==> config.mk <==
export PLATFORM = sky130hd
export DESIGN_NAME = wts_slot_bus_if
export DESIGN_NICKNAME = d
export VERILOG_FILES = /design/src/rtl/wts_slot_pkg.sv /design/src/rtl/wts_sync_ff.sv /design/src/rtl/wts_slot_bus_if.sv
export SDC_FILE = /design/constraint.sdc
export NUM_CORES = 1
export LEC_CHECK = 0
export ABC_AREA = 1
export CORE_MARGIN = 10
export CORE_UTILIZATION = 39
export DETAILED_ROUTE_END_ITERATION = 6
export HOLD_SLACK_MARGIN = 0.1
export PLACE_DENSITY_LB_ADDON = 0.1
export RECOVER_POWER = 100
export SYNTH_ARGS = -nofsm -noshare
export SYNTH_HDL_FRONTEND = slang
export SYNTH_HIERARCHICAL = 1
export SYNTH_SLANG_ARGS = --single-unit
==> constraint.sdc <==
create_clock -name clk -period 1.3 [get_ports clk]
set_input_delay 0.195 -clock clk [delete_from_list [all_inputs] [get_ports clk]]
set_output_delay 0.195 -clock clk [all_outputs]
set_load 0.005 [all_outputs]
==> src/rtl/wts_slot_pkg.sv <==
// Shared types and constants for the MSX slot bus front-end of the wave-table cartridge.
package wts_slot_pkg;

    localparam int         C_SYNC_STAGES  = 2;
    localparam int         C_READ_TIMEOUT = 15;
    localparam logic [7:0] C_OPEN_BUS     = 8'hFF;

    typedef enum logic [1:0] {
        S_IDLE     = 2'd0,
        S_WR_END   = 2'd1,
        S_RD_WAIT  = 2'd2,
        S_RD_DRIVE = 2'd3
    } slot_state_e;

endpackage

==> src/rtl/wts_sync_ff.sv <==
// Multi-flop synchroniser for one asynchronous slot strobe; resets to the inactive (high) level.
module wts_sync_ff #(
    parameter int STAGES = 2
) (
    input  logic clk,
    input  logic rst_n,
    input  logic d,
    output logic q
);

    logic [STAGES-1:0] sync_q;
    logic [STAGES-1:0] sync_d;

    // shift the raw strobe one stage deeper each clock
    always_comb begin
        sync_d = {sync_q[STAGES-2:0], d};
    end

    // synchroniser flops, reset to the idle-high strobe level
    always_ff @(posedge clk or negedge rst_n) begin
        if (!rst_n) begin
            sync_q <= {STAGES{1'b1}};
        end else begin
            sync_q <= sync_d;
        end
    end

    assign q = sync_q[STAGES-1];

endmodule

==> src/rtl/wts_slot_bus_if.sv <==
// Slot bus front-end: synchronises MSX strobes, turns each memory access to this slot into
// one bus_write/bus_read pulse, and returns read data (or open-bus 0xFF) onto slot_d.
module wts_slot_bus_if
    import wts_slot_pkg::*;
#(
    parameter int SYNC_STAGES  = C_SYNC_STAGES,
    parameter int READ_TIMEOUT = C_READ_TIMEOUT
) (
    input  logic        clk,
    input  logic        slot_nreset,
    input  logic [15:0] slot_a,
    input  logic [7:0]  slot_d_in,
    output logic [7:0]  slot_d_out,
    output logic        slot_d_oe,
    input  logic        slot_nsltsl,
    input  logic        slot_nmerq,
    input  logic        slot_nrd,
    input  logic        slot_nwr,
    output logic [15:0] bus_address,
    output logic [7:0]  bus_wdata,
    output logic        bus_write,
    output logic        bus_read,
    input  logic [7:0]  bus_rdata,
    input  logic        bus_rdata_valid
);

    localparam logic [3:0] C_TIMEOUT = 4'(READ_TIMEOUT);

    logic nsltsl_s, nmerq_s, nrd_s, nwr_s, sel_s;

    wts_sync_ff #(.STAGES(SYNC_STAGES)) u_sync_nsltsl (.clk(clk), .rst_n(slot_nreset), .d(slot_nsltsl), .q(nsltsl_s));
    wts_sync_ff #(.STAGES(SYNC_STAGES)) u_sync_nmerq  (.clk(clk), .rst_n(slot_nreset), .d(slot_nmerq),  .q(nmerq_s));
    wts_sync_ff #(.STAGES(SYNC_STAGES)) u_sync_nrd    (.clk(clk), .rst_n(slot_nreset), .d(slot_nrd),    .q(nrd_s));
    wts_sync_ff #(.STAGES(SYNC_STAGES)) u_sync_nwr    (.clk(clk), .rst_n(slot_nreset), .d(slot_nwr),    .q(nwr_s));

    assign sel_s = ~nsltsl_s & ~nmerq_s;

    slot_state_e state_q, state_d;
    logic [3:0]  timer_q, timer_d;
    logic [15:0] addr_q, addr_d;
    logic [7:0]  wdata_q, wdata_d;
    logic [7:0]  dout_q, dout_d;
    logic        write_q, write_d;
    logic        read_q, read_d;
    logic        oe_q, oe_d;

    // access decode: one request pulse per strobe assertion, then wait for the strobe to end
    always_comb begin
        state_d = state_q;
        timer_d = timer_q;
        addr_d  = addr_q;
        wdata_d = wdata_q;
        dout_d  = dout_q;
        write_d = 1'b0;
        read_d  = 1'b0;
        case (state_q)
            S_IDLE: begin
                if (sel_s && !nwr_s) begin
                    addr_d  = slot_a;
                    wdata_d = slot_d_in;
                    write_d = 1'b1;
                    state_d = S_WR_END;
                end else if (sel_s && !nrd_s) begin
                    addr_d  = slot_a;
                    read_d  = 1'b1;
                    timer_d = 4'd0;
                    state_d = S_RD_WAIT;
                end else begin
                    state_d = S_IDLE;
                end
            end
            S_WR_END: begin
                if (nwr_s || !sel_s) begin
                    state_d = S_IDLE;
                end else begin
                    state_d = S_WR_END;
                end
            end
            S_RD_WAIT: begin
                if (bus_rdata_valid) begin
                    dout_d  = bus_rdata;
                    state_d = S_RD_DRIVE;
                end else if (timer_q == C_TIMEOUT) begin
                    dout_d  = C_OPEN_BUS;
                    state_d = S_RD_DRIVE;
                end else if (nrd_s || !sel_s) begin
                    state_d = S_IDLE;
                end else if (timer_q != 4'hF) begin
                    timer_d = timer_q + 4'd1;
                end else begin
                    timer_d = timer_q;
                end
            end
            S_RD_DRIVE: begin
                if (nrd_s || !sel_s) begin
                    state_d = S_IDLE;
                end else begin
                    state_d = S_RD_DRIVE;
                end
            end
            default: begin
                state_d = S_IDLE;
            end
        endcase
        oe_d = (state_d == S_RD_DRIVE);
    end

    // state and registered outputs
    always_ff @(posedge clk or negedge slot_nreset) begin
        if (!slot_nreset) begin
            state_q <= S_IDLE;
            timer_q <= 4'd0;
            addr_q  <= 16'h0000;
            wdata_q <= 8'h00;
            dout_q  <= C_OPEN_BUS;
            write_q <= 1'b0;
            read_q  <= 1'b0;
            oe_q    <= 1'b0;
        end else begin
            state_q <= state_d;
            timer_q <= timer_d;
            addr_q  <= addr_d;
            wdata_q <= wdata_d;
            dout_q  <= dout_d;
            write_q <= write_d;
            read_q  <= read_d;
            oe_q    <= oe_d;
        end
    end

    assign bus_address = addr_q;
    assign bus_wdata   = wdata_q;
    assign bus_write   = write_q;
    assign bus_read    = read_q;
    assign slot_d_out  = dout_q;
    // raw pins gate the driver so the bus is freed as soon as the host lifts nrd or nsltsl
    assign slot_d_oe   = oe_q & ~slot_nrd & ~slot_nsltsl;

endmodule
; Yosys cells after proc, flatten, opt, wreduce, memory -nomap -nowiden
; Cells that the tools add are included.
[totals]
reg_bits = 49
latchBits = 0
ramBits = 0
mem_bits_ro = 0
inputBits = 39
output_inout_bits = 35
wordCells = 71
mem_count = 0
[op_classes]
add_sub_neg = 1
multipliers = 0
n_div = 0
order_cmp = 0
eq_ne = 12
shift = 0
muxes = 24
n_bitwise = 7
n_reduce_logical = 15
[ops]
columns = cell, count
row1 = 16-bit two-way mux, 2
row2 = 4-bit two-way mux, 6
row3 = 8-bit two-way mux, 2
row4 = 2-bit two-way mux, 6
row5 = "2-bit inequality test, second input constant", 6
row6 = 2-bit one-hot mux with 4 select lines, 1
row7 = 4-bit one-hot mux with 2 select lines, 1
row8 = 7-bit AND reduction, 1
row9 = "2-bit == test, second input constant", 3
row10 = 1-bit two-way mux, 6
row11 = 2-bit AND reduction, 3
row12 = 2-bit nonzero test, 3
row13 = "4-bit by 1-bit adder with 4-bit output, second input constant", 1
row14 = "4-bit == test, second input constant", 1
row15 = "4-bit inequality test, second input constant", 1
row16 = 1-bit inverter, 4
row17 = 1-bit AND, 3
row18 = 1-bit zero test, 3
row19 = "2-bit by 1-bit == test with 1-bit output, second input constant", 1
row20 = 1-bit logical AND, 2
row21 = 2-bit zero test, 1
row22 = 1-bit logical OR, 2

; Depth between registers and ports, before layout
[logic_depth]
depth_word = 9
ltp_mapped = 8

; Cells and area by module
; The synthesis kept the hierarchy.
[modules_own_cells]
columns = mod, instances, cells_each, area_per_inst_um2, seq_area_each_um2
row1 = wts_slot_bus_if, 1, 194, 1761.7, 1036.0
row2 = wts_sync_ff, 4, 2, 52.6, 52.6

; Least setup slack after synthesis
; Ideal clock, no wire load.
[synth_path]
path_kind = reg2reg
from = register timer_q[0]
to = register state_q[1]
setup_time_ns = 0.133
t_arrival_ns = 1.087
required_ns = 1.167
setup_slack_ns = 0.080
path_stages_with_launch = 7
path_buffers = 1
period_less_slack_ns = 1.220
cell_sequence = dfrtp_1 ha_1 nand3_1 nand2_1 nand3_4 buf_6 o211ai_1
[synth_between]
elab_chain_cells = 4
[synth_lines]
columns = item, line
row1 = "start, declared", wts_slot_bus_if.sv:39  ; logic [3:0] timer_q, timer_d;
row2 = "start signal, assigned", wts_slot_bus_if.sv:121  ; timer_q <= timer_d;
row3 = 4-bit == test, wts_slot_bus_if.sv:83  ; end else if (timer_q == C_TIMEOUT) begin
row4 = 2-bit two-way mux, wts_slot_bus_if.sv:83
row5 = 2-bit two-way mux, wts_slot_bus_if.sv:80  ; if (bus_rdata_valid) begin
row6 = 2-bit one-hot mux with 4 select lines, wts_slot_bus_if.sv:56  ; case (state_q)
row7 = net state_d[1], wts_slot_bus_if.sv:38  ; slot_state_e state_q, state_d;
row8 = "end signal, assigned", wts_slot_bus_if.sv:120  ; state_q <= state_d;
row9 = "end, declared", wts_slot_bus_if.sv:38
; The timed path passes the listed nets, and every way through them passes these cells.
; A chain may end at the register's enable or synchronous reset.

; Worst setup path after layout
[layout_path]
from = register dout_q[5] (netlist: slot_d_out[5])
to = output slot_d_out[5]
[layout_lines]
columns = item, line
row1 = "start, declared", wts_slot_bus_if.sv:42  ; logic [7:0] dout_q, dout_d;
row2 = "start signal, assigned", wts_slot_bus_if.sv:124  ; dout_q <= dout_d;
row3 = "end, declared", wts_slot_bus_if.sv:13  ; output logic [7:0] slot_d_out,
; No word-level cell between the ends.

==> flow_summary.json <==
{
  "synth_nets": 242,
  "antenna_found_initial": 0,
  "crit_fanout": 2,
  "period_share": 0.954,
  "yosysSeqAreaShare": 0.632,
  "fin_crit_ps": 1240,
  "drtPass1Iterations": 4,
  "critPathLaunchType": "flip-flop",
  "hold_depth": 1,
  "via_per_inst": 4.46,
  "ant_nets": 0,
  "htreeDepth": 2,
  "ys.flop_type": "dfrtp_1",
  "antennaDiodeCount": 0,
  "worst-path-buf-inv": 1,
  "hold-worst-slack_ps": 327,
  "slew_viol_final": 0,
  "clock.fmax_ghz": 0.806,
  "status": "finished clean",
  "irDropWorstVdd_uv": 769,
  "grt_pass1_wl_um": 8010,
  "rsz0062_at_grt": "yes",
  "final.setup.tns_ps": 0,
  "p_sw_mw": 1.10,
  "cts_num_sinks": 49,
  "synthSimpleGateAreaFrac": 0.289,
  "die_w_um": 91.1,
  "ios": 74,
  "slew_headroom": 0.569,
  "drt-wirelength-per-cell_um": 13.3,
  "insertion_delay_ps": 300,
  "die-area_sq_um": 8300,
  "swShare": 0.263,
  "pwr-share-comb": 0.255,
  "maxCapViolCount": 0,
  "ys_top_cells_by_count": "81 x nand2_1, 33 x dfrtp_1, 24 x nand3_1, 16 x dfstp_2, 11 x nor2_1",
  "report.final.hold_viol_count": 0,
  "synthAdderAreaFrac": 0.00635,
  "fp.dieH_um": 91.1,
  "cts_tree": "built",
  "power_mw": 4.18,
  "drive_gt1_frac": 0.211,
  "grt_use_total": 0.117,
  "synth_xor_xnor_area_share": 0.00444,
  "synth_edf_count": 0,
  "finalWeightedCongestion": 0.712,
  "synth_top_family_by_area": "simple AND/OR/NAND/NOR gates",
  "cellInternalPower_mw": 3.08,
  "initial_core_util": 0.409,
  "path_clk_slew_ps": 80,
  "row_count": 25,
  "slowest_stage": "dfstp_2",
  "dpl.hpwl_um": 3550,
  "grt_pass1_vias": 1619,
  "synth_compound_area_frac": 0.0241,
  "fin_nets": 337,
  "skew_ps": 2.79,
  "synthArstFlopShare": 1.00,
  "seqPwrFrac": 0.498,
  "drt-initial-drc-count": 47,
  "cp.depth": 1,
  "final_core_util": 0.627,
  "p_clk_frac": 0.247,
  "clock-root-buffer": "clkbuf_8",
  "coreArea_sq_um": 4820,
  "avgSynthCellArea_sq_um": 9.76,
  "syn_to_final_growth_pct": 53.2,
  "worstHoldPathType": "in -> reg",
  "setup_viol": 0,
  "crit_family": "flip-flops",
  "overflow": 0,
  "crit_chain": "clkdlybuf4s15_1",
  "stdcell_count": 365,
  "ys_ff_latch": 49,
  "syn_inst": 202,
  "yosysMostFrequentCell": "nand2_1",
  "crit_arrival_ps": 1050,
  "fillerInstances": 455,
  "wl_um": 4840,
  "reg2regPathDepth": 5,
  "drc_errors": 0,
  "vias": 1627,
  "worstMarginPinSlew_ps": 646,
  "io_buffer_count": 73,
  "slowest_delay_ps": 540,
  "end_kind": "output port",
  "cts_buffer_depth": 2,
  "place_inst": 351,
  "netlist_area_sq_um": 1970,
  "ys_types": 22,
  "synth_top_area_share": 0.419,
  "cts_buffers": 5,
  "yosysWarnings": 6,
  "p_leak_nw": 1.54,
  "timing.critical_path.required_ps": 1110,
  "path_class": "reg -> out",
  "powerDensity_nw_per_um2": 1380,
  "synth_area_leaders": "dfrtp_1 42%, dfstp_2 21%, nand2_1 15%",
  "synthMuxAreaShare": 0,
  "synth.largest_area_cell": "dfrtp_1",
  "grt_max_degree": 50
}
## kinds of logic (layout without fill, tap and decap cells)
logic type | count (synthesis) | in the layout
AOI/OAI and AO/OA | 9 | 9
adders and majority gates | 1 | 1
and+or+nand+nor | 126 | 127
xor gates and xnor gates | 1 | 1
DFF | 49 | 49
buffers and inverters | 16 | 111
## per-layer routing
layer | track usage | vias to the layer above | wire length (um)
met5 | 0 | - | 0
met4 | 0.0313 | 0 | 48
met3 | 0.0609 | 5 | 467
met2 | 0.172 | 52 | 2080
met1 | 0.145 | 738 | 2240
li1 | - | 832 | -
## layout by cell type, fill, tap and decap left out, types with 4 or more instances in the layout
cell              n
buf_4            13
nand3_1          23
inv_1             6
dlygate4sd2_1    26
clkbuf_8          6
clkdlybuf4s15_1   7
dfrtp_1          33
o21ai_1           8
inv_2             5
clkdlybuf4s50_1  35
dfstp_2          16
nand2_4           4
nor2_1           10
nand2_1          78
## repair_timing
action | in CTS | in global routing
hold buffers | 1 | 0
setup endpoints to repair | 35 | 45
buffers inserted | 0 | 4
resized for setup | 35 | 25
gates cloned | 0 | 1
hold endpoints to repair | 33 | 0
pin swaps | 0 | 5
## path summary, 6_finish.rpt
| path | from | to | slack (ps) |
|---|---|---|---|
| worst max register to register | timer_q[0] | state_q[1] | 80 |
| min in group asynchronous | slot_nreset | timer_q[0] | 560 |
| max in group asynchronous | slot_nreset | state_q[1] | 310 |
| worst max-delay path | slot_d_out[5] | slot_d_out[5] | 60 |
| worst min-delay path | slot_nsltsl | u_sync_nsltsl/sync_q[0] | 330 |
| worst min register to register | u_sync_nmerq/sync_q[0] | u_sync_nmerq/sync_q[1] | 360 |
## power groups by stage
stage / clock (mW) / sequential (mW) / combinational (mW)
4_1_cts: 1.06 / 2.08 / 1.06
3_5_place_dp: 0 / 2.12 / 1.26
3_3_place_gp: 0 / 2.11 / 1.25
5_1_grt: 1.12 / 2.14 / 1.21
2_1_floorplan: 0 / 2.15 / 0.349
6_report: 1.03 / 2.08 / 1.06
## metrics by stage
step           area, sq um  setup WS [ps]
3_5_place_dp          2870           -250
4_1_cts               2940           3.39
2_1_floorplan         1970           79.6
3_3_place_gp          2870           -244
6_report              3020           59.2
5_1_grt               3020          -38.7
## state kept, by name, summed over array words and instances, names as in the netlist, 2 cells and up
register,count
bus_address,16
state_q,2
u_sync_nsltsl/sync_q,2
u_sync_nwr/sync_q,2
timer_q,4
u_sync_nrd/sync_q,2
u_sync_nmerq/sync_q,2
slot_d_out,8
bus_wdata,8
## area by class of cell
cell class	instances	area, sq um	share of cell area
multi-input combinational	138	686	0.227
tap	67	83.8	0.0278
inverter	11	41.3	0.0137
timing repair buffer	92	852	0.282
clock buffer	8	111	0.0369
sequential	49	1250	0.413
Note: power is estimated with default switching activity, not from simulation.
